## src/rtl/instr_mem_pkg.sv

```systemverilog
// Purpose : shared types and default sizing for the loadable instruction memory.
// Latency : n/a (declarations only).
// Backpressure : n/a.
package instr_mem_pkg;

    localparam int DATA_W_DEF = 16;
    localparam int ADDR_W_DEF = 8;
    localparam int DEPTH_DEF  = 256;
    localparam logic [DATA_W_DEF-1:0] NOP_WORD_DEF = 16'h0000;

    typedef enum logic {
        ST_LOAD,
        ST_RUN
    } state_t;

    // RAM index width; a one-word RAM still needs a one-bit address.
    function automatic int ram_aw(input int depth);
        return (depth > 1) ? $clog2(depth) : 1;
    endfunction

endpackage

```

## src/rtl/instr_ram.sv

```systemverilog
// Purpose : single-port synchronous RAM holding the program words.
// Latency : write lands on the clock edge; read data is registered, 1 cycle after re.
// Backpressure : none; caller guarantees we and re are never asserted together.
//
// Ports: clk; we/wdata write port; re read strobe; addr shared word address;
//        rdata registered read data, holds its value while re is low.
module instr_ram
    import instr_mem_pkg::*;
#(
    parameter int DATA_W = DATA_W_DEF,
    parameter int DEPTH  = DEPTH_DEF,
    parameter int AW     = ram_aw(DEPTH)
) (
    input  logic              clk,
    input  logic              we,
    input  logic              re,
    input  logic [AW-1:0]     addr,
    input  logic [DATA_W-1:0] wdata,
    output logic [DATA_W-1:0] rdata
);

    logic [DATA_W-1:0] mem [DEPTH];

    // No reset on the array or the read register: contents are only ever
    // observed through the prog_len gate in the parent.
    always_ff @(posedge clk) begin
        if (we) begin
            mem[addr] <= wdata;
        end
        if (re) begin
            rdata <= mem[addr];
        end
    end

endmodule

```

## src/rtl/instr_mem_loadable.sv

```systemverilog
// Purpose : run-time loadable instruction store: valid/ready load stream, then registered fetch port.
// Latency : fetch data/err 1 cycle after fetch_req; load word written on the accepting edge.
// Backpressure : load_ready high only in LOAD; fetch port has no backpressure (1 fetch/cycle in RUN).
//
// Ports: clk, rst_n (sync, active-low); load_valid/load_data/load_last/load_ready load stream;
//        start_load returns RUN to LOAD; fetch_req/fetch_addr request, fetch_valid/fetch_data/
//        fetch_err response; running = in RUN; prog_len = number of words loaded.
module instr_mem_loadable
    import instr_mem_pkg::*;
#(
    parameter int                DATA_W   = DATA_W_DEF,
    parameter int                ADDR_W   = ADDR_W_DEF,
    parameter int                DEPTH    = DEPTH_DEF,
    parameter logic [DATA_W-1:0] NOP_WORD = DATA_W'(NOP_WORD_DEF)
) (
    input  logic              clk,
    input  logic              rst_n,
    input  logic              load_valid,
    input  logic [DATA_W-1:0] load_data,
    input  logic              load_last,
    output logic              load_ready,
    input  logic              start_load,
    input  logic              fetch_req,
    input  logic [ADDR_W-1:0] fetch_addr,
    output logic              fetch_valid,
    output logic [DATA_W-1:0] fetch_data,
    output logic              fetch_err,
    output logic              running,
    output logic [ADDR_W:0]   prog_len
);

    localparam int                RAM_AW   = ram_aw(DEPTH);
    localparam int                LEN_W    = ADDR_W + 1;
    localparam logic [ADDR_W-1:0] WP_LAST  = ADDR_W'(DEPTH - 1);
    localparam logic [LEN_W-1:0]  LEN_FULL = LEN_W'(DEPTH);

    state_t            state_q, state_d;
    logic [ADDR_W-1:0] wp_q;
    logic [LEN_W-1:0]  prog_len_q;
    logic              load_acc, load_end, fetch_go, in_range;
    logic              fetch_valid_q, fetch_err_q;
    logic              nop_sel_q;
    logic [RAM_AW-1:0] ram_addr;
    logic [DATA_W-1:0] ram_rdata;

    always_comb begin
        state_d  = state_q;
        load_acc = 1'b0;
        load_end = 1'b0;
        fetch_go = 1'b0;
        // Zero-extend so addresses at or past DEPTH compare as out of range.
        in_range = ({1'b0, fetch_addr} < prog_len_q);
        case (state_q)
            ST_LOAD: begin
                load_acc = load_valid;
                // Filling the last slot ends the load even without load_last.
                load_end = load_valid && (load_last || (wp_q == WP_LAST));
                if (load_end) begin
                    state_d = ST_RUN;
                end
            end
            ST_RUN: begin
                // A fetch alongside start_load is still served from current contents.
                fetch_go = fetch_req;
                if (start_load) begin
                    state_d = ST_LOAD;
                end
            end
            default: state_d = ST_LOAD;
        endcase
    end

    always_ff @(posedge clk) begin
        if (!rst_n) begin
            state_q       <= ST_LOAD;
            wp_q          <= '0;
            prog_len_q    <= '0;
            fetch_valid_q <= 1'b0;
            fetch_err_q   <= 1'b0;
            nop_sel_q     <= 1'b1;
        end else begin
            state_q       <= state_d;
            fetch_valid_q <= fetch_go;
            if (fetch_go) begin
                fetch_err_q <= !in_range;
                nop_sel_q   <= !in_range;
            end
            if (load_acc) begin
                wp_q <= wp_q + ADDR_W'(1);
            end
            if (load_end) begin
                prog_len_q <= load_last ? ({1'b0, wp_q} + LEN_W'(1)) : LEN_FULL;
            end
            if ((state_q == ST_RUN) && start_load) begin
                wp_q       <= '0;
                prog_len_q <= '0;
            end
        end
    end

    // LOAD writes at wp, RUN reads at fetch_addr: the single port is never contended.
    assign ram_addr = (state_q == ST_RUN) ? fetch_addr[RAM_AW-1:0] : wp_q[RAM_AW-1:0];

    instr_ram #(
        .DATA_W (DATA_W),
        .DEPTH  (DEPTH),
        .AW     (RAM_AW)
    ) u_ram (
        .clk   (clk),
        .we    (load_acc),
        .re    (fetch_go && in_range),
        .addr  (ram_addr),
        .wdata (load_data),
        .rdata (ram_rdata)
    );

    // nop_sel_q is separate from fetch_err_q because after reset the data must
    // read NOP_WORD while the error flag reads 0; the RAM read register is
    // unknown until the first in-range fetch.
    assign fetch_data  = nop_sel_q ? NOP_WORD : ram_rdata;
    assign fetch_err   = fetch_err_q;
    assign fetch_valid = fetch_valid_q;
    assign running     = (state_q == ST_RUN);
    assign load_ready  = (state_q == ST_LOAD);
    assign prog_len    = prog_len_q;

endmodule

```

## config.mk

```make
export PLATFORM = sky130hd
export DESIGN_NAME = instr_mem_loadable
export DESIGN_NICKNAME = d
export VERILOG_FILES = /design/src/rtl/instr_mem_pkg.sv /design/src/rtl/instr_ram.sv /design/src/rtl/instr_mem_loadable.sv
export SDC_FILE = /design/constraint.sdc
export NUM_CORES = 2
export LEC_CHECK = 0
export BUFFER_PORTS_ARGS = -buffer_cell sky130_fd_sc_hd__buf_4
export CORE_MARGIN = 2
export CORE_UTILIZATION = 60
export CTS_CLUSTER_DIAMETER = 50
export CTS_CLUSTER_SIZE = 20
export DETAILED_ROUTE_END_ITERATION = 16
export PLACE_DENSITY = 0.72
export SETUP_SLACK_MARGIN = 0.4
export SLEW_MARGIN = 30
export SYNTH_ARGS = -nofsm -noshare
export SYNTH_HDL_FRONTEND = slang
export SYNTH_SLANG_ARGS = --single-unit
```

## constraint.sdc

```tcl
create_clock -name clk -period 9.13 [get_ports clk]
set_clock_uncertainty 0.1 [all_clocks]
set_input_delay 0.913 -clock clk [delete_from_list [all_inputs] [get_ports clk]]
set_output_delay 0.913 -clock clk [all_outputs]
set_load 0.005 [all_outputs]
```

==> reports/summary.txt <==
Status = complete, no violations
Top-count cell post-synth = edfxtp_1
Die X = 518.0 µm
HPWL after DPL = 236.7 mm
R2R Path Start = running$_SDFF_PN0_
Number of DRC violations after detailed routing = 0
Max-slew violations = 0
Top Ports = 59
Post-synth net total = 8559
Fin crit share = 0.7145
Root Driver = clkbuf_16
RSZ-0062 raised after global routing = false
Worst setup path end = u_ram.rdata[10]$_DFFE_PP_
First DRT Iteration DRCs = 12.35k
Worst Tran Pin Value = 1.256 ns
Pwr/cell area = 220.3 nW/µm²
Total number of vias = 85.27k
Port bufs = 58
Relative slew slack = 0.1538
Crit path max fanout = 81
Critical path launch point = running$_SDFF_PN0_
Synth top area cells = edfxtp_1, mux2i_1, o22ai_1
Clock tree buffer depth = 4
Global-route wire length before repair = 590.3 mm
Number of global-route vias before repair = 80.97k
Final wirelength = 418.7 mm
Simple-gate share of the synthesized area = 0.01018
Initial Util = 0.6038
Crit-path max cell delay = 0.97 ns
Post-synthesis xor/xnor area fraction = 0.0004973
Final setup viols = 0
Syn avg cell area = 18.60 µm²
Worst VDD drop = 0.1690 mV
Worst Path Required = 9.67 ns
Compound-Gate Fraction of Synth Area = 0.06062
Post-CTS setup buffer count = 0
Synth Register Bits = 4133
Final hold viol count = 0
Synth async-reset ratio = 0
FMAX = 0.1533 GHz
Worst path cell trace = mux2_8 > buf_12 > buf_4 > mux2i_1 > o22ai_1 > o41ai_1 > a41oi_1 > or4_1
Share of Yosys cell area claimed by the top area cell type = 0.7790
Startpoint class of the critical path = flop
H-Tree Depth = 5
Clk_lat worst skew = 0.94 ns
YS warnings = 0
All-Layer GR Usage = 0.3055
# resized after CTS = 0
Routability cong. = 0.8519
Min Tclk post-route = 6.524 ns
FP Rows = 188
Slowest-stage cell, CP = mux2_8
Setup_tns = 0 ns
CORE AREA = 262500 µm²
R2r endpoint = u_ram.rdata[10]$_DFFE_PP_
Max-cap violations = 0
Area share of fa/ha/maj cells after synthesis = 0.0006315
Via/cell ratio = 6.741
CTS Sinks = 4133
Crit path capture type = flop
Clock slew at reported path FFs = 0.08 ns
Die area = 268300 µm²
Yosys top cell by area = edfxtp_1
EDFF count, synth = 4112
Largest net degree at the start of global routing = 136
Drt wl/cell = 33.10 µm
Utilization after layout = 0.6769
Synth cell types = 42
Post-Synthesis Cells = 8521
Total gr overflow = 0
Post-synth top cells = edfxtp_1, mux2i_1, o22ai_1
Seq/Total Area, Yosys = 0.7817
TritonCTS clock tree = done
Leak = 55.98 nW
Mapped cell area = 158500 µm²
Multiplexer share of the synthesized area = 0.1296
Reg-to-reg setup timing slack = 2.61 ns
Arrival time worst endpoint = 7.06 ns
Min-Delay Path Class = in2reg
Critical path type = reg2reg
CTS Buf Count = 347
Most used DFF post-synth = edfxtp_1
Worst R2R Path Depth = 8
Die Y-Extent = 518.0 µm
Initial antenna violation count = 34
Fillers = 16.60k
Final net count = 8849
CTS Hold Bufs = 0
Synth-to-Final Area Change = 12.11%
Main combinational cell family by area after synthesis = multiplexers
Final ANT Viol Nets = 0
Share of cells above drive strength 1 = 0.1356
DRT Pass-1 Iters = 6
worst max-delay path: cells and delay by family, from the launching register on:
family,cells,cell delay [ns]
compound gates,3,1.94
buf+inv,2,1.24
flops,1,0.88
simple gates,1,0.70
mux,2,1.24
cells by family after synthesis:
kind of cell	after synthesis
AND/OR/NAND/NOR	389
buffers and inverters	542
flip-flops	4133
multiplexers	2052
XOR/XNOR	9
AO/OA/AOI/OAI	1388
adder cells (fa/ha/maj)	8
per-layer routing:
layer / vias to the layer above / share of wire / global-route usage
met5: - / 0.00025 / 0
met2: 5133 / 0.47 / 0.4694
met4: 18 / 0.043 / 0.1299
li1: 35650 / - / -
met1: 43690 / 0.38 / 0.4327
met3: 782 / 0.11 / 0.05928
report_power, final:
part / total [mW] / internal, mW / switching [mW] / leakage (nW)
Sequential: 20.9 / 20.9 / 0.0136 / 37.1
Combinational: 2.76 / 0.990 / 1.77 / 13.0
Clock: 15.5 / 8.07 / 7.44 / 5.83
layout by cell type, fill, tap and decap left out, types with 20 or more instances in the layout:
cell	netlist	layout
a41oi_1	64	57
buf_12	0	38
buf_4	27	396
clkbuf_1	208	23
clkbuf_16	0	354
clkinv_2	0	24
clkinv_4	0	20
clkinv_8	0	50
diode_2	0	44
edfxtp_1	4112	4112
inv_6	0	46
inv_8	0	51
mux2i_1	2050	2049
nand2_1	55	28
nor2_1	276	226
nor2_4	0	38
o22ai_1	1025	1024
o41ai_1	244	184
o41ai_2	12	69
worst min path at each step:
stage,startpoint,to,slack (ns),cells after the start
after CTS,rst_n,nop_sel_q$_SDFFE_PN1P_,0.12,2
after detailed placement,prog_len[0]$_SDFFE_PP0P_,prog_len[0]$_SDFFE_PP0P_,0.44,2
after global routing,rst_n,nop_sel_q$_SDFFE_PN1P_,0.16,2
final,rst_n,nop_sel_q$_SDFFE_PN1P_,0.17,2
after floorplan,wp_q[1]$_SDFFE_PP0P_,wp_q[1]$_SDFFE_PP0P_,0.39,2
after global placement,prog_len[0]$_SDFFE_PP0P_,prog_len[0]$_SDFFE_PP0P_,0.43,2
flip-flops by register name, indices dropped and copies added (netlist names):
name	count
fetch_err	1
fetch_valid	1
nop_sel_q	1
prog_len	9
running	1
u_ram.mem	4096
u_ram.rdata	16
wp_q	8
cell type report:
| class | count | area, µm² | area share |
|---|---|---|---|
| clock buffers | 379 | 8972 | 0.05049 |
| inverters | 15 | 56.30 | 0.0003169 |
| flip-flops and latches | 4133 | 123900 | 0.6973 |
| multi-input cells | 3846 | 33010 | 0.1858 |
| diodes | 44 | 110.1 | 0.0006196 |
| clock inverters | 249 | 3049 | 0.01716 |
| repair buffers | 468 | 4200 | 0.02364 |
| well taps | 3515 | 4398 | 0.02475 |
stage by stage:
stage / instance area (µm²) / setup slack, ns / hold WS (ns) / instances / total power, mW
after floorplan: 158500 / 5.326 / 0.3879 / 8521 / 23.05
after global placement: 164700 / 2.654 / 0.4260 / 11960 / 23.93
after detailed placement: 165300 / 2.929 / 0.4411 / 11970 / 24.00
after CTS: 177300 / 2.934 / 0.1224 / 12600 / 39.19
after global routing: 177700 / 2.619 / 0.1552 / 12640 / 40.06
final: 177700 / 2.606 / 0.1687 / 12650 / 39.14
Power figures use the tool's default switching activity.
